--- src/rtl/parity_monitor.sv ---
// RAM parity monitor for the raw-hits path: masks per-RAM parity flags, arms after a
// full FIFO write pass, latches error maps, counts error cycles, records the first error.
module parity_monitor #(
  parameter int MXCFEB  = 7,
  parameter int MXLY    = 6,
  parameter int MXRPC   = 5,
  parameter int MXMINI  = 2,
  parameter int ARM_CNT = 4097,
  parameter int CNTB    = 16,
  parameter int IDXB    = 6,
  localparam int NRAM   = MXCFEB*MXLY + MXRPC + MXMINI
) (
  input  logic                   clock,
  input  logic                   reset,
  input  logic                   perr_reset,
  input  logic [MXCFEB*MXLY-1:0] parity_err_cfeb,
  input  logic [MXRPC-1:0]       parity_err_rpc,
  input  logic [MXMINI-1:0]      parity_err_mini,
  input  logic [NRAM-1:0]        perr_mask,
  input  logic                   fifo_wen,
  output logic                   perr_en,
  output logic [MXCFEB-1:0]      perr_cfeb,
  output logic                   perr_rpc,
  output logic                   perr_mini,
  output logic                   perr,
  output logic                   perr_pulse,
  output logic [MXCFEB-1:0]      perr_cfeb_ff,
  output logic                   perr_rpc_ff,
  output logic                   perr_mini_ff,
  output logic                   perr_ff,
  output logic [NRAM-1:0]        perr_ram_ff,
  output logic [CNTB-1:0]        perr_cnt,
  output logic                   perr_first_vld,
  output logic [IDXB-1:0]        perr_first_ram,
  output logic [CNTB-1:0]        perr_first_time
);
  localparam int NCF = MXCFEB*MXLY;
  // One spare count above ARM_CNT: the counter may step once more on the arming edge.
  localparam int WB  = $clog2(ARM_CNT+2);
  localparam logic [CNTB-1:0] CMAX = '1;

  logic [NRAM-1:0] err_m;
  logic [IDXB-1:0] first_idx;
  logic [WB-1:0]   wadr_cnt;
  logic [CNTB-1:0] tcnt;
  logic            clr;

  assign err_m     = {parity_err_mini, parity_err_rpc, parity_err_cfeb} & ~perr_mask;
  assign perr_rpc  = |err_m[NCF +: MXRPC];
  assign perr_mini = |err_m[NCF+MXRPC +: MXMINI];
  assign perr      = |err_m;
  assign clr       = reset | perr_reset;

  for (genvar c = 0; c < MXCFEB; c++) begin : g_cfeb
    assign perr_cfeb[c] = |err_m[c*MXLY +: MXLY];
  end

  always_comb begin
    first_idx = '0;
    for (int i = NRAM-1; i >= 0; i--)
      if (err_m[i]) first_idx = IDXB'(i);
  end

  always_ff @(posedge clock) begin
    if (clr) begin
      wadr_cnt        <= '0;
      perr_en         <= 1'b0;
      tcnt            <= '0;
      perr_pulse      <= 1'b0;
      perr_cfeb_ff    <= '0;
      perr_rpc_ff     <= 1'b0;
      perr_mini_ff    <= 1'b0;
      perr_ff         <= 1'b0;
      perr_ram_ff     <= '0;
      perr_cnt        <= '0;
      perr_first_vld  <= 1'b0;
      perr_first_ram  <= '0;
      perr_first_time <= '0;
    end else begin
      wadr_cnt   <= (fifo_wen && !perr_en) ? wadr_cnt + 1'b1 : '0;
      perr_pulse <= perr & perr_en;
      if (wadr_cnt == WB'(ARM_CNT)) perr_en <= 1'b1;
      if (perr_en) begin
        perr_cfeb_ff <= perr_cfeb_ff | perr_cfeb;
        perr_rpc_ff  <= perr_rpc_ff  | perr_rpc;
        perr_mini_ff <= perr_mini_ff | perr_mini;
        perr_ff      <= perr_ff      | perr;
        perr_ram_ff  <= perr_ram_ff  | err_m;
        if (tcnt != CMAX) tcnt <= tcnt + 1'b1;
        if (perr && perr_cnt != CMAX) perr_cnt <= perr_cnt + 1'b1;
        if (perr && !perr_first_vld) begin
          perr_first_vld  <= 1'b1;
          perr_first_ram  <= first_idx;
          perr_first_time <= tcnt;
        end
      end else begin
        tcnt        <= '0;
        perr_ram_ff <= '0;
      end
    end
  end
endmodule

--- config.mk ---
export PLATFORM = sky130hd
export DESIGN_NAME = parity_monitor
export DESIGN_NICKNAME = d
export VERILOG_FILES = /design/src/rtl/parity_monitor.sv
export SDC_FILE = /design/constraint.sdc
export NUM_CORES = 1
export LEC_CHECK = 0
export ABC_AREA = 0
export CAP_MARGIN = 10
export CORE_MARGIN = 2
export CORE_UTILIZATION = 40
export DETAILED_ROUTE_END_ITERATION = 16
export PLACE_DENSITY = 0.73
export SYNTH_ARGS = -nofsm -noshare
export SYNTH_HDL_FRONTEND = slang
export SYNTH_SLANG_ARGS = --single-unit
--- constraint.sdc ---
create_clock -name clock -period 2.81 [get_ports clock]
set_input_delay 0.562 -clock clock [delete_from_list [all_inputs] [get_ports clock]]
set_output_delay 0.562 -clock clock [all_outputs]
set_load 0.005 [all_outputs]
==> metrics <==
status completed; Sequential Power Share 0.382; post-synthesis adder-cell area fraction 0.00866; Worst Skew 0.00635 ns; Die H 124 microns; DRT antenna net count 0; distinct cell type count after synthesis 56; vias in the first global route 5910; Placed Area 8670 sq um; crit-path cells clkdlybuf4s50_1 > nor2b_4 > nor4_4 > nand2_2 > or4_4 > buf_6; Synth Area in XOR/XNOR 0.0379; Synth Register Bits between 100 and 150; Final Instance Area approximately 10000 sq um; largest family of logic cells by synthesized area simple AND/OR/NAND/NOR gates; Clock Power Share 0.500; pre-CTS setup slack -0.549 ns; Post-Synthesis Cells 686; P_int around 3700 uW; Initial DRC Count about 340; most frequent cell after synthesis nor2_1; setup TNS 0 ns; # setup viols final 0; ys async rst share 0; max_slew headroom 0.657; logic gate share of total power 0.117; share of cells above drive strength 1 0.226; slowest CP cell clkdlybuf4s50_1; clk_lat worst skew between 0.4 and 0.5 ns; FP Rows 43; Final Power between 4000 and 5000 uW; Max-Cap Viols 0; Initial Util 0.413; Synth area leaders dfxtp_1 45%, nor2_1 11%, nor2b_1 4.9%; type of the worst setup path in2out; synth cell count leaders 166 x nor2_1, 129 x dfxtp_1, 64 x nand2_1; EDFF count, synth 0; hold path start perr_ram_ff[48]$_SDFF_PP0_; hold depth 2; Worst Reg-to-Reg Cells 8; Area Growth Syn to Fin 70.0%; Post-Route WL around 19000 microns; NetSw 1070 uW; Setup crit end kind output pin; post-synthesis simple-gate area fraction 0.362; DIE AREA 15400 sq um; clk slew on worst S/H paths ~0.060 ns; Switching Share 0.223; detailed placer's ending HPWL 14100 microns; total global routing track utilization 0.240; Worst Hold Class reg2reg; Slew Viols, Final 0; via/cell ratio 5.09; initial antenna violation count 2; post-synthesis sequential area ratio 0.447; final layout net count 1099; hold_buf cts 0; complex-gate fraction of the synthesized area 0.119; Routed WL per cell about 16 microns; TritonCTS Buffers 17; CORE AREA 14000 sq um; CTS H-tree lvls 4; min Tclk post-route 2.77 ns; largest net degree at the start of global routing 47; Syn Nets 792; syn avg cell area 8.42 sq um; clock tree from TritonCTS done; I/O Pins 212; Leakage 0.00418 uW; Worst Path Arrival 2.21 ns; Worst Hold End perr_ram_ff[48]$_SDFF_PP0_; power density over cell area just under 500 nW/um^2; dominant register cell in the synthesized netlist dfxtp_1; final hold slack between 0.4 and 0.5 ns; R2R Path Start perr_cnt[7]$_SDFFE_PP0P_; Cell Area, Synth 5780 sq um; Die W 124 microns; crit-path max FO 2; PortBufs 211; Worst setup SP type input pin; post-synth top area share 0.447; global placer's final weighted congestion between 0.8 and 0.9; drc violations 0; YS warnings 0; clk root buf clkbuf_16; Tcrit/Tclk final 0.987; mux cell area share after synthesis 0.00520; Crit path largest cell delay 0.46 ns; clk sinks 129; DRT Pass-1 Iters 6; Worst Tran Pin Value a little over 0.5 ns; Fin. Hold Viols 0; remaining global-route overflow 0; required time of the worst setup path 2.25 ns; vias after detailed routing a little over 6k; Fmax achieved 361 MHz; R2R setup slack ~0.74 ns; VDD IR max 464 uV; Synth area leader dfxtp_1; worst r2r dst perr_cnt[13]$_SDFFE_PP0P_; worst setup margin 0.0371 ns; first-pass GRT wire length roughly 30000 microns; Max clock buf depth 2
-- through the flow --
step                      cells  utilization
after floorplan             686            -
after global routing       1188        0.703
after CTS                  1180        0.679
after global placement     1141        0.620
final                      1188        0.703
after detailed placement   1141        0.620
-- layout by cell type, fill, tap and decap left out, drive strengths merged, types with 11 or more instances in the layout --
cell type,instances
nor2,166
clkdlybuf4s50,133
dfxtp,129
buf,98
nand2,75
a21oi,57
nor2b,50
dlymetal6s2s,46
dlygate4sd2,28
nor4,20
clkbuf,19
nand3,16
nand2b,14
xor2,14
o21ai,13
nand4,13
and3,12
xnor2,11
-- how the worst max path moves through the flow --
stage	startpoint	end	cells after the start
after floorplan	parity_err_cfeb[30]	perr	5
final	parity_err_cfeb[39]	perr	6
after global placement	perr_mask[31]	perr	7
after CTS	parity_err_cfeb[34]	perr	6
after global routing	perr_mask[13]	perr	6
after detailed placement	parity_err_cfeb[14]	perr	6
-- what timing repair did --
action | 4_1_cts | 5_1_grt
hold endpoints to repair | 0 | 0
resized for setup | 76 | 91
endpoints found under the setup margin | 5 | 36
pin swaps | 13 | 16
buffers inserted | 10 | 6
-- cells by family (layout without fill, tap and decap cells) --
family                     Yosys count  in the layout
buffers and inverters               24            344
AOI/OAI and AO/OA                  102            102
adders and majority gates            4              4
DFF                                129            129
and+or+nand+nor                    399            399
muxes                                3              3
xor gates and xnor gates            25             25
other                                0              2
-- registers in the layout (all words and copies together) (netlist names) --
register         cells
perr_ram_ff         49
perr_cnt            16
perr_first_time     16
tcnt                16
wadr_cnt            13
perr_cfeb_ff         7
perr_first_ram       6
perr_en              1
perr_ff              1
perr_first_vld       1
perr_mini_ff         1
perr_pulse           1
perr_rpc_ff          1
-- critical path, delay by kind of cell --
kind	cells	cell delay [ns]
AND/OR/NAND/NOR	4	1.04
buffers and inverters	2	0.60
-- final cells by class --
cell class | count | area (sq um)
timing repair buffer | 308 | 2950
clock buffer | 19 | 433
antenna | 2 | 5.00
clock inverter | 13 | 210
inverter | 4 | 15.0
tap | 180 | 225
sequential | 129 | 2580
multi-input combinational | 533 | 3400
fill | 1089 | 4160
-- metal layers --
metal / wire length, microns / part of all wire / track usage
met1: 8410 / 0.44 / 0.303
met3: 1190 / 0.062 / 0.0701
met5: 0 / 0 / 0
met4: 502 / 0.026 / 0.0912
met2: 9160 / 0.48 / 0.387
-- power by group through the flow --
stage	Sequential, uW	Combinational (uW)	Clock, uW
finish	1830	561	2400
global route	1830	601	2510
CTS	1830	528	2430
detailed placement	1870	505	0
global placement	1870	500	0
floorplan	1870	189	0
(Power assumes the default switching activity.)
